`config.mk`:
```
export PLATFORM = sky130hd
export DESIGN_NAME = pc_redirect_arb
export DESIGN_NICKNAME = d
export VERILOG_FILES = /design/src/rtl/redirect_pkg.sv /design/src/rtl/redirect_tgt_calc.sv /design/src/rtl/pc_redirect_arb.sv
export SDC_FILE = /design/constraint.sdc
export NUM_CORES = 1
export LEC_CHECK = 0
export BUFFER_PORTS_ARGS = -buffer_cell sky130_fd_sc_hd__buf_2
export CELL_PAD_IN_SITES_DETAIL_PLACEMENT = 0
export CELL_PAD_IN_SITES_GLOBAL_PLACEMENT = 1
export CORE_ASPECT_RATIO = 0.8
export CORE_MARGIN = 3
export CORE_UTILIZATION = 34
export CTS_CLUSTER_DIAMETER = 200
export CTS_CLUSTER_SIZE = 8
export DETAILED_ROUTE_END_ITERATION = 10
export HOLD_SLACK_MARGIN = 0.03
export PLACE_DENSITY_LB_ADDON = 0.1
export SLEW_MARGIN = 10
export SYNTH_ARGS = -nofsm -noshare
export SYNTH_HDL_FRONTEND = slang
export SYNTH_HIERARCHICAL = 1
export SYNTH_SLANG_ARGS = --single-unit
```
`constraint.sdc`:
```
create_clock -name clk_i -period 2.6 [get_ports clk_i]
set_input_delay 0.52 -clock clk_i [delete_from_list [all_inputs] [get_ports clk_i]]
set_output_delay 0.52 -clock clk_i [all_outputs]
set_load 0.01 [all_outputs]
```
`src/rtl/redirect_pkg.sv`:
```
// Shared definitions for the PC redirect arbiter.
//   kind_e  : redirect request class; numeric order equals priority, so a
//             plain >= compare decides whether one request outranks another.
//   state_e : arbiter state encodings.
//   MTVEC_MODE_* : mtvec[1:0] mode values.
package redirect_pkg;

  typedef enum logic [1:0] {
    KIND_NONE = 2'd0,
    KIND_JUMP = 2'd1,
    KIND_IRQ  = 2'd2,
    KIND_TRAP = 2'd3
  } kind_e;

  typedef enum logic [1:0] {
    STATE_BOOT = 2'd0,
    STATE_IDLE = 2'd1,
    STATE_WAIT = 2'd2
  } state_e;

  localparam logic [1:0] MTVEC_MODE_DIRECT   = 2'b00;
  localparam logic [1:0] MTVEC_MODE_VECTORED = 2'b01;

endpackage

```
`src/rtl/redirect_tgt_calc.sv`:
```
// Combinational redirect target computation.
// Optional feature macro: REDIRECT_VECTORED_EN (vectored interrupt offsets).
// Ports:
//   kind_i       request class selecting the target source
//   jump_addr_i  jump/branch target
//   mtvec_i      mtvec CSR: base [XLEN-1:2], mode [1:0]
//   irq_cause_i  interrupt cause, used for the vectored offset
//   tgt_o        selected target address
module redirect_tgt_calc
  import redirect_pkg::*;
#(
  parameter int unsigned C_XLEN    = 32,
  parameter int unsigned C_CAUSE_W = 5
) (
  input  kind_e               kind_i,
  input  logic [C_XLEN-1:0]   jump_addr_i,
  input  logic [C_XLEN-1:0]   mtvec_i,
  input  logic [C_CAUSE_W-1:0] irq_cause_i,
  output logic [C_XLEN-1:0]   tgt_o
);

  logic [C_XLEN-1:0] base;
  logic [C_XLEN-1:0] irq_tgt;

  assign base = {mtvec_i[C_XLEN-1:2], 2'b00};

`ifdef REDIRECT_VECTORED_EN
  logic [C_XLEN-1:0] vec_off;

  assign vec_off = C_XLEN'(irq_cause_i) << 2;
  // Only mode 01 is vectored; 1x modes fall back to direct.
  assign irq_tgt = (mtvec_i[1:0] == MTVEC_MODE_VECTORED) ? (base + vec_off) : base;
`else
  logic unused_vec;

  assign unused_vec = ^{irq_cause_i, mtvec_i[1:0]};
  assign irq_tgt    = base;
`endif

  always_comb begin
    tgt_o = jump_addr_i;
    case (kind_i)
      KIND_TRAP: tgt_o = base;
      KIND_IRQ:  tgt_o = irq_tgt;
      default:   tgt_o = jump_addr_i;
    endcase
  end

endmodule

```
`src/rtl/pc_redirect_arb.sv`:
```
// PC redirect arbiter: selects boot vector, trap, interrupt or jump onto the
// single PFU PC write port, holding one pending redirect while the PFU stalls.
// Optional feature macro: REDIRECT_VECTORED_EN (see redirect_tgt_calc).
// Ports:
//   clk_i, resetb_i (sync active-low), clk_en_i (global enable)
//   pfu_pc_ready_i / pfu_pc_wr_o / pfu_pc_o : PFU PC write port
//   exs_jump_i, exs_jump_addr_i             : jump request
//   exs_trap_i, exs_trap_cause_i            : synchronous exception
//   irq_i, irq_en_i, irq_cause_i            : external interrupt
//   csr_mtvec_i                             : trap vector base/mode
//   trap_taken_o, trap_irq_o, trap_cause_o  : trap acceptance to CSR unit
//   flush_o                                 : redirect accepted this cycle
//   busy_o                                  : redirect pending (BOOT/WAIT)
module pc_redirect_arb
  import redirect_pkg::*;
#(
  parameter int unsigned       C_XLEN         = 32,
  parameter int unsigned       C_CAUSE_W      = 5,
  parameter logic [C_XLEN-1:0] C_RESET_VECTOR = '0
) (
  input  logic                 clk_i,
  input  logic                 resetb_i,
  input  logic                 clk_en_i,
  input  logic                 pfu_pc_ready_i,
  output logic                 pfu_pc_wr_o,
  output logic [C_XLEN-1:0]    pfu_pc_o,
  input  logic                 exs_jump_i,
  input  logic [C_XLEN-1:0]    exs_jump_addr_i,
  input  logic                 exs_trap_i,
  input  logic [C_CAUSE_W-1:0] exs_trap_cause_i,
  input  logic                 irq_i,
  input  logic                 irq_en_i,
  input  logic [C_CAUSE_W-1:0] irq_cause_i,
  input  logic [C_XLEN-1:0]    csr_mtvec_i,
  output logic                 trap_taken_o,
  output logic                 trap_irq_o,
  output logic [C_CAUSE_W-1:0] trap_cause_o,
  output logic                 flush_o,
  output logic                 busy_o
);

  state_e            state_q, state_d;
  kind_e             pend_kind_q;
  logic [C_XLEN-1:0] pend_tgt_q;
  kind_e             req_kind;
  logic [C_XLEN-1:0] req_tgt;
  logic              active;
  logic              accept;
  logic              pend_ld;

  always_comb begin
    req_kind = KIND_NONE;
    if (exs_trap_i)            req_kind = KIND_TRAP;
    else if (irq_i && irq_en_i) req_kind = KIND_IRQ;
    else if (exs_jump_i)       req_kind = KIND_JUMP;
  end

  redirect_tgt_calc #(
    .C_XLEN    (C_XLEN),
    .C_CAUSE_W (C_CAUSE_W)
  ) u_tgt_calc (
    .kind_i      (req_kind),
    .jump_addr_i (exs_jump_addr_i),
    .mtvec_i     (csr_mtvec_i),
    .irq_cause_i (irq_cause_i),
    .tgt_o       (req_tgt)
  );

  // Strobes are gated by reset as well as enable, since reset is synchronous
  // and the state register may still hold a live state during the reset cycle.
  assign active = resetb_i & clk_en_i;

  always_comb begin
    state_d     = state_q;
    accept      = 1'b0;
    pend_ld     = 1'b0;
    pfu_pc_wr_o = 1'b0;
    pfu_pc_o    = pend_tgt_q;
    busy_o      = (state_q != STATE_IDLE);
    case (state_q)
      STATE_BOOT: begin
        pfu_pc_o = C_RESET_VECTOR;
        if (active && pfu_pc_ready_i) begin
          pfu_pc_wr_o = 1'b1;
          state_d     = STATE_IDLE;
        end
      end
      STATE_IDLE: begin
        pfu_pc_o = req_tgt;
        if (active && (req_kind != KIND_NONE)) begin
          accept = 1'b1;
          if (pfu_pc_ready_i) begin
            pfu_pc_wr_o = 1'b1;
          end else begin
            pend_ld = 1'b1;
            state_d = STATE_WAIT;
          end
        end
      end
      STATE_WAIT: begin
        // Equal-or-higher priority replaces the pending redirect; a
        // simultaneous ready writes the new target straight through.
        if (active && (req_kind != KIND_NONE) && (req_kind >= pend_kind_q)) begin
          accept   = 1'b1;
          pfu_pc_o = req_tgt;
          if (pfu_pc_ready_i) begin
            pfu_pc_wr_o = 1'b1;
            state_d     = STATE_IDLE;
          end else begin
            pend_ld = 1'b1;
          end
        end else if (active && pfu_pc_ready_i) begin
          pfu_pc_wr_o = 1'b1;
          state_d     = STATE_IDLE;
        end
      end
      default: state_d = STATE_BOOT;
    endcase
  end

  assign flush_o      = accept;
  assign trap_taken_o = accept && (req_kind >= KIND_IRQ);
  assign trap_irq_o   = accept && (req_kind == KIND_IRQ);

  always_comb begin
    trap_cause_o = '0;
    if (trap_taken_o) begin
      trap_cause_o = (req_kind == KIND_IRQ) ? irq_cause_i : exs_trap_cause_i;
    end
  end

  always_ff @(posedge clk_i) begin
    if (!resetb_i) begin
      state_q <= STATE_BOOT;
    end else if (clk_en_i) begin
      state_q <= state_d;
    end
  end

  always_ff @(posedge clk_i) begin
    if (pend_ld) begin
      pend_kind_q <= req_kind;
      pend_tgt_q  <= req_tgt;
    end
  end

endmodule
```
==> results of run 1 <==
==> cell type report <==
cell class,count,area [µm²]
fillers,588,3120
well taps,84,105
multi-input cells,116,1200
repair buffers,138,885
flip-flops and latches,36,1060
inverters,7,26.3
clock inverters,2,35.0
clock buffers,6,72.6
==> layout by cell type, fill, tap and decap left out, drive strengths merged, types with 3 or more instances in the layout <==
master / count
a21oi: 4
a22o: 32
and3: 3
buf: 136
clkbuf: 8
edfxtp: 34
ha: 6
inv: 7
mux2: 30
mux2i: 6
nand2b: 4
nor2: 7
o211ai: 3
o21ai: 3
==> worst reg2reg max path, stage by stage, from the launching register on <==
cell and delay, ps:
edfxtp_1 380, ha_1 300, nand2b_4 150, a21oi_2 180, buf_4 140, a21oi_1 50
and3_2 240, buf_4 210
==> state kept, by name, indices dropped and copies added, names as in the netlist <==
name	cells
pend_kind_q	2
state_q	2
pend_tgt_q	32
==> per-layer routing <==
layer / part of all wire [%] / up-vias
li1: - / 940
met2: 46 / 66
met3: 7.2 / 2
met5: 0 / -
met1: 46 / 872
met4: 0.31 / 0
==> synthesized netlist by cell type (all sizes together) <==
| cell | instances |
|---|---|
| a211o | 1 |
| a211oi | 1 |
| a21o | 1 |
| a21oi | 4 |
| a22o | 32 |
| a31oi | 1 |
| and2b | 2 |
| and3 | 3 |
| buf | 11 |
| dfxtp | 2 |
| edfxtp | 34 |
| ha | 6 |
| inv | 7 |
| mux2 | 30 |
| mux2i | 6 |
| nand2 | 2 |
| nand2b | 4 |
| nand3 | 2 |
| nand3b | 1 |
| nor2 | 7 |
| nor3 | 1 |
| nor3b | 1 |
| o211ai | 3 |
| o21a | 1 |
| o21ai | 3 |
| o21ba | 1 |
| o21bai | 1 |
| or2 | 1 |
| or4 | 1 |
==> cells by family after synthesis <==
kind of cell             count (synthesis)  share of synthesized area, %
AND/OR/NAND/NOR                         25                          6.33
AO/OA/AOI/OAI                           49                          17.4
multiplexers                            36                          21.6
buffers and inverters                   18                          6.06
flip-flops                              36                          45.5
adder cells (fa/ha/maj)                  6                          3.22
==> power by group through the flow <==
stage	Clock [W]	Combinational (W)	Sequential, W
finish	0.000477	0.000392	0.000651
CTS	0.000496	0.000384	0.000651
floorplan	0	0.000221	0.000664
global route	0.000519	0.000430	0.000652
global placement	0	0.000356	0.000664
detailed placement	0	0.000357	0.000664
==> final timing paths <==
kind,startpoint,to,slack (ps),cells after the start
setup reg to reg,pend_kind_q[0]$_DFFE_PP_,pend_tgt_q[4]$_DFFE_PP_,700,7
hold reg to reg,state_q[0]$_SDFFE_PN0P_,state_q[0]$_SDFFE_PN0P_,580,2
setup / recovery,irq_i,pfu_pc_o[31],-100,12
hold / removal,clk_en_i,state_q[0]$_SDFFE_PN0P_,500,2
==> metrics by stage <==
step / power (W) / util (%) / setup TNS [ps] / hold WS [ps]
finish: 0.00152 / 52.0 / -2820 / 504
global route: 0.00160 / 52.0 / -6210 / 504
CTS: 0.00153 / 50.7 / -2970 / 478
detailed placement: 0.00102 / 47.3 / -8030 / 574
global placement: 0.00102 / 47.3 / -7690 / 577
floorplan: 0.000885 / - / 0 / 545
==> repair_timing <==
action	CTS	global route
setup buffers	1	2
gates resized for setup	17	9
gates cloned	1	2
endpoints found under the setup margin	38	38
pin swaps	7	1
==> flow_summary.ini, run 1 <==
[final_layout]
post_route_cells_drive_above_1_share_pct = 64.6
finish.net_count = 392
final_cell_area_um2 = 3380
syn2layout_area_growth_pct = 45.0
antenna_cells = 0
stdcell_count = 389

[detailed_routing]
via_per_inst = 4.83
wl_per_cell_um = 15.5
drtAntennaViolNets = 0
route.detailed.drc = 0
drtIter0Drc = 52
drtPass1Iterations = 4
wirelength_um = 6030
vias = 1880

[place]
placed_cell_area_um2 = 3080
dp_hpwl_um = 4320
dp_cells = 375
dp_slack_ps = -243
io_buffers = 121
gp_congestion = 0.810

[pwr]
leakage_nw = 1.65
power_frac_comb_pct = 25.8
swShare_pct = 24.0
p_switching_w = 0.000366
seqPwrFrac_pct = 42.8
p_int_w = 0.00115
peakVddDrop_mv = 0.228
pwr-share-clk_pct = 31.3
powerDensity_nw_per_um2 = 449

[critical_path]
critPathKind = input port to primary output
end_kind = primary output
crit_path_cell_trace = buf_6, nand2_4, a21o_1, inv_1, ha_1, nand2b_4, o21ba_4, a21oi_4, nor2_4, buf_12, a22o_1, buf_2
critical_path_buf_inv_count = 4
critical-path-slowest-cell = ha_1
worstSetupStartpointType = input port
required_ps = 2080
critPathTopFamily = compound AO/OA/AOI/OAI gates
cp_max_fo = 11
crit_path_max_incr_delay_ps = 260
crit_arrival_ps = 2180

[clock_tree]
cts.clk_slew.worst_paths_ps = 70
cts_hold_buf = 0
clock_sinks = 36
cts_tree = yes
clk_latency_ps = 280
cts_buffers = 5
clk_path_buf_depth = 2
h-tree-depth = 2
root_buffer = clkbuf_8

[global_route]
grt_use_met3_pct = 4.69
antenna_found_initial = 0
busiest_layer = met2
gr-usage-met2_pct = 23.1
grt_pass1_wl_um = 9360
grt_max_degree = 35
grt.overflow.total = 0
groute.usage.overall_pct = 14.9
grt_pass1_vias = 1923
use_met1_pct = 20.5

[floorplan]
dieWidth_um = 98.6
initial_core_util_pct = 35.9
core_area_um2 = 6510
die_area_um2 = 7900
row_count = 26
dieHeight_um = 80.1
io-pin-count = 124

[status]
violations = negative setup slack
status = complete, but fails checks

[timing]
timing.final.crit_share_pct = 104
finalSetupViolCount = 37
max-slew-margin-rel_pct = 59.3
tightest_slew_ps = 610
fin_skew_ps = 4.18
setup_ws_ps = -98.7
timing.fmax_ghz = 0.371
finalCriticalPeriod_ps = 2700
slew_violations = 0
rsz0062_at_grt = true
final_hold_viol_count = 0

[worst_hold_path]
worstHoldPathType = input port to register

[synth]
synth-seq-area-share_pct = 45.5
ys_top_cells_by_area = edfxtp_1 44%, mux2_4 18%, a22o_1 11%, ha_1 3.2%, mux2i_1 2.6%
yosys_warnings = 6
synth.distinct_cells = 39
synth.avg_cell_area_um2 = 13.7
synth_area_leader_cell = edfxtp_1
syn_inst = 170
synth_top_area_share_pct = 43.8
syn-num-nets = 258
synth.cell_area_um2 = 2330
ys_ff_latch = 36

[job]
max_cap_violations = 0
Note: power is estimated with default switching activity, not from simulation.
==> run 2, diff against run 1 <==
- TNS_END_PERCENT: unset -> 30
==> flow_summary.ini, run 2 (synthesis gave the netlist of run 1 again) <==
[pwr]
peakVddDrop_mv = 0.227
leakage_nw = 1.64
powerDensity_nw_per_um2 = 452

[clock_tree]
cts_buffers = 5
cts.clk_slew.worst_paths_ps = 70
clock_sinks = 36
h-tree-depth = 2
clk_latency_ps = 280
clk_path_buf_depth = 2
cts_hold_buf = 0
cts_tree = yes
root_buffer = clkbuf_8

[timing]
timing.fmax_ghz = 0.370
fin_skew_ps = 4.46
finalSetupViolCount = 38
setup_tns_ps = -2980
rsz0062_at_grt = true
final_hold_viol_count = 0
slew_violations = 0
finalCriticalPeriod_ps = 2700
setup_ws_ps = -102
max-slew-margin-rel_pct = 59.4
timing.final.crit_share_pct = 104
tightest_slew_ps = 609

[detailed_routing]
drtAntennaViolNets = 0
route.detailed.drc = 0
wl_per_cell_um = 15.5
via_per_inst = 4.88
drtPass1Iterations = 4
wirelength_um = 5970
vias = 1885
drtIter0Drc = 63

[final_layout]
post_route_cells_drive_above_1_share_pct = 63.6
layout_commonest_cell = buf_2
final_cell_mix = 113 x buf_2, 34 x edfxtp_1, 30 x a22o_1
finish.net_count = 389
largest_reg_flops = 32
syn2layout_area_growth_pct = 43.8
reg_top3 = pend_tgt_q (32), pend_kind_q (2), state_q (2)
top_register = pend_tgt_q
fin_util_pct = 51.6
antenna_cells = 0

[floorplan]
dieHeight_um = 80.1
row_count = 26
dieWidth_um = 98.6
die_area_um2 = 7900
core_area_um2 = 6510
initial_core_util_pct = 35.9
io-pin-count = 124

[global_route]
antenna_found_initial = 0
grt_pass1_vias = 1923
groute.usage.overall_pct = 14.9
grt.overflow.total = 0
grt_max_degree = 35
grt_pass1_wl_um = 9360

[critical_path]
reg2reg_depth = 7
end_kind = primary output
critPathKind = input port to primary output
worstSetupStartpointType = input port
cp_max_fo = 11
crit_arrival_ps = 2180
required_ps = 2080

[place]
dp_hpwl_um = 4320
gp_congestion = 0.810
io_buffers = 121

[worst_hold_path]
worstHoldPathType = input port to register
min_path_cells = 2

[status]
violations = negative setup slack
status = complete, but fails checks

[job]
max_cap_violations = 0
## run 2: what timing repair did
action	4_1_cts	5_1_grt
gates cloned	1	1
pin swaps	7	1
gates resized for setup	17	6
setup endpoints to repair	38	38
buffers inserted	1	0
## run 2: metrics by stage
step / hold slack, ps / cells / power [W] / worst slack [ps] / area, µm²
floorplan: 545 / 170 / 0.000885 / 119 / 2330
global placement: 577 / 375 / 0.00102 / -234 / 3080
detailed placement: 574 / 375 / 0.00102 / -243 / 3080
CTS: 478 / 385 / 0.00153 / -105 / 3300
global route: 504 / 386 / 0.00160 / -184 / 3350
finish: 504 / 386 / 0.00152 / -102 / 3350
## run 2: path summary, 6_finish.rpt
check	slack, ps	from	to
min reg2reg	580	state_q[0]$_SDFFE_PN0P_	state_q[0]$_SDFFE_PN0P_
max	-100	irq_i	pfu_pc_o[7]
max reg2reg	700	pend_kind_q[0]$_DFFE_PP_	pend_tgt_q[4]$_DFFE_PP_
min	500	clk_en_i	state_q[0]$_SDFFE_PN0P_
## run 2: layout make-up
type / count / area [µm²]
clock inverter: 2 / 35.0
clock buffer: 6 / 72.6
timing repair buffer: 135 / 861
multi-input combinational: 116 / 1190
inverter: 7 / 26.3
fill: 590 / 3150
sequential: 36 / 1060
tap: 84 / 105
## run 2: per-layer routing
metal	vias to the layer above	part of all wire, %	global-route usage [%]
li1	932	-	-
met1	888	46	20.5
met2	63	46	23.1
met3	2	6.9	4.69
met4	0	0.32	2.86
met5	-	0	0
## run 2: power breakdown
group | switching (W) | leakage [nW] | internal, W
Sequential | 0.00000333 | 0.323 | 0.000648
Clock | 0.000191 | 0.0552 | 0.000285
Combinational | 0.000169 | 1.26 | 0.000220
## run 2: critical path, cell delays in order
cell      delay [ps]
buf_6            100
nand2_4           60
a21o_1           130
inv_1             40
ha_1             260
nand2b_4         150
o21ba_4          210
a21oi_4          140
nor2_4            80
buf_12           160
a22o_2           210
buf_6            120
==> run 3, diff against run 2 <==
- BUFFER_PORTS_ARGS: -buffer_cell sky130_fd_sc_hd__buf_2 -> -buffer_cell sky130_fd_sc_hd__buf_4
- CORE_UTILIZATION: 34 -> 28
==> flow_summary.ini, run 3 (synthesis gave the netlist of run 1 again) <==
[status]
status = complete, but fails checks
violations = negative setup slack

[floorplan]
dieWidth_um = 108
initial_core_util_pct = 29.1
row_count = 29
die_area_um2 = 9470
core_area_um2 = 8020
dieHeight_um = 87.7
io-pin-count = 124

[detailed_routing]
wirelength_um = 6060
drtAntennaViolNets = 0
via_per_inst = 4.66
drtPass1Iterations = 4
drtIter0Drc = 118
route.detailed.drc = 0
wl_per_cell_um = 14.9
vias = 1900

[final_layout]
syn2layout_area_growth_pct = 57.3
post_route_cells_drive_above_1_share_pct = 61.7
largest_reg_flops = 32
layout_commonest_cell = buf_4
stdcell_count = 408
final_cell_area_um2 = 3670
reg_top3 = pend_tgt_q (32), pend_kind_q (2), state_q (2)
finish.net_count = 387
final_cell_mix = 97 x buf_4, 34 x edfxtp_1, 31 x buf_6
top_register = pend_tgt_q
antenna_cells = 0

[clock_tree]
cts_tree = yes
h-tree-depth = 2
cts.clk_slew.worst_paths_ps = 60
cts_buffers = 5
root_buffer = clkbuf_8
clock_sinks = 36
cts_hold_buf = 0
clk_path_buf_depth = 2
clk_latency_ps = 280

[timing]
final_hold_viol_count = 0
whs_ps = 477
timing.final.crit_share_pct = 104
fin_skew_ps = 6.45
tightest_slew_ps = 614
max-slew-margin-rel_pct = 59.1
finalSetupViolCount = 37
setup_ws_ps = -110
timing.fmax_ghz = 0.369
slew_violations = 0
rsz0062_at_grt = true
finalCriticalPeriod_ps = 2710

[global_route]
grt_pass1_vias = 1849
antenna_found_initial = 0
grt_pass1_wl_um = 9170
grt_max_degree = 35
grt.overflow.total = 0
groute.usage.overall_pct = 12.3

[critical_path]
required_ps = 2080
crit_path_cell_trace = buf_6, nand2_4, a21o_1, inv_1, ha_1, nand2b_4, o21ba_4, a21oi_4, nor2_4, buf_12, a22o_1, buf_6
crit_arrival_ps = 2190
cp_max_fo = 13
crit_path_max_incr_delay_ps = 260
worst_path_most_repeated_cell = buf_6
critical-path-slowest-cell = ha_1
worstSetupStartpointType = input port
critPathKind = input port to primary output
end_kind = primary output

[job]
max_cap_violations = 0

[worst_hold_path]
worstHoldPathType = input port to register

[place]
gp_congestion = 0.707
placed_cell_area_um2 = 3380
dp_cells = 397
io_buffers = 121
dp_hpwl_um = 4390
dp_slack_ps = -309

[pwr]
leakage_nw = 1.69
powerDensity_nw_per_um2 = 403
peakVddDrop_mv = 0.190
run 3: final cells by class:
type                    instances  area (µm²)
repair buffers                133        1180
flip-flops and latches         36        1060
multi-input cells             116        1180
fillers                       752        4350
well taps                     108         135
clock inverters                 1        3.75
clock buffers                   7        76.3
inverters                       7        26.3
run 3: stage by stage:
stage / utilization (%) / setup TNS [ps] / total power, W
5_1_grt: 45.8 / -6720 / 0.00156
3_3_place_gp: 42.2 / -8270 / 0.00108
2_1_floorplan: - / 0 / 0.000885
6_report: 45.8 / -3020 / 0.00148
4_1_cts: 45.0 / -4160 / 0.00149
3_5_place_dp: 42.2 / -9290 / 0.00108
run 3: what timing repair did:
action                                  4_1_cts  5_1_grt
gates resized for setup                      27       17
buffers inserted                              2        0
pin swaps                                     8        2
cloned                                        1        0
endpoints found under the setup margin       40       38
run 3: report_power, final:
group / total, W / internal [W] / switching (W) / leakage, nW
registers: 0.000652 / 0.000648 / 0.00000351 / 0.323
clock network: 0.000373 / 0.000187 / 0.000186 / 0.0399
logic: 0.000454 / 0.000281 / 0.000173 / 1.33
total: 0.00148 / 0.00112 / 0.000363 / 1.69
run 3: path summary, 6_finish.rpt:
check,cells after the start,startpoint,to,slack (ps)
worst max register to register,7,pend_kind_q[0]$_DFFE_PP_,pend_tgt_q[29]$_DFFE_PP_,750
worst min register to register,2,state_q[0]$_SDFFE_PN0P_,state_q[0]$_SDFFE_PN0P_,620
worst min-delay path,2,clk_en_i,state_q[0]$_SDFFE_PN0P_,480
worst max-delay path,12,irq_i,pfu_pc_o[19],-110
run 3: critical path, delay by kind of cell:
kind / cells / cell delay [ps]
buffers and inverters: 4 / 430
adders and majority gates: 1 / 260
and+or+nand+nor: 3 / 290
AOI/OAI and AO/OA: 4 / 670
run 3: routing by layer:
metal	vias up	track usage, %	wire length (µm)
met5	-	0	0
met4	0	3.44	63
met3	4	4.27	610
met2	83	19.9	2900
met1	892	15.7	2480
li1	921	-	-
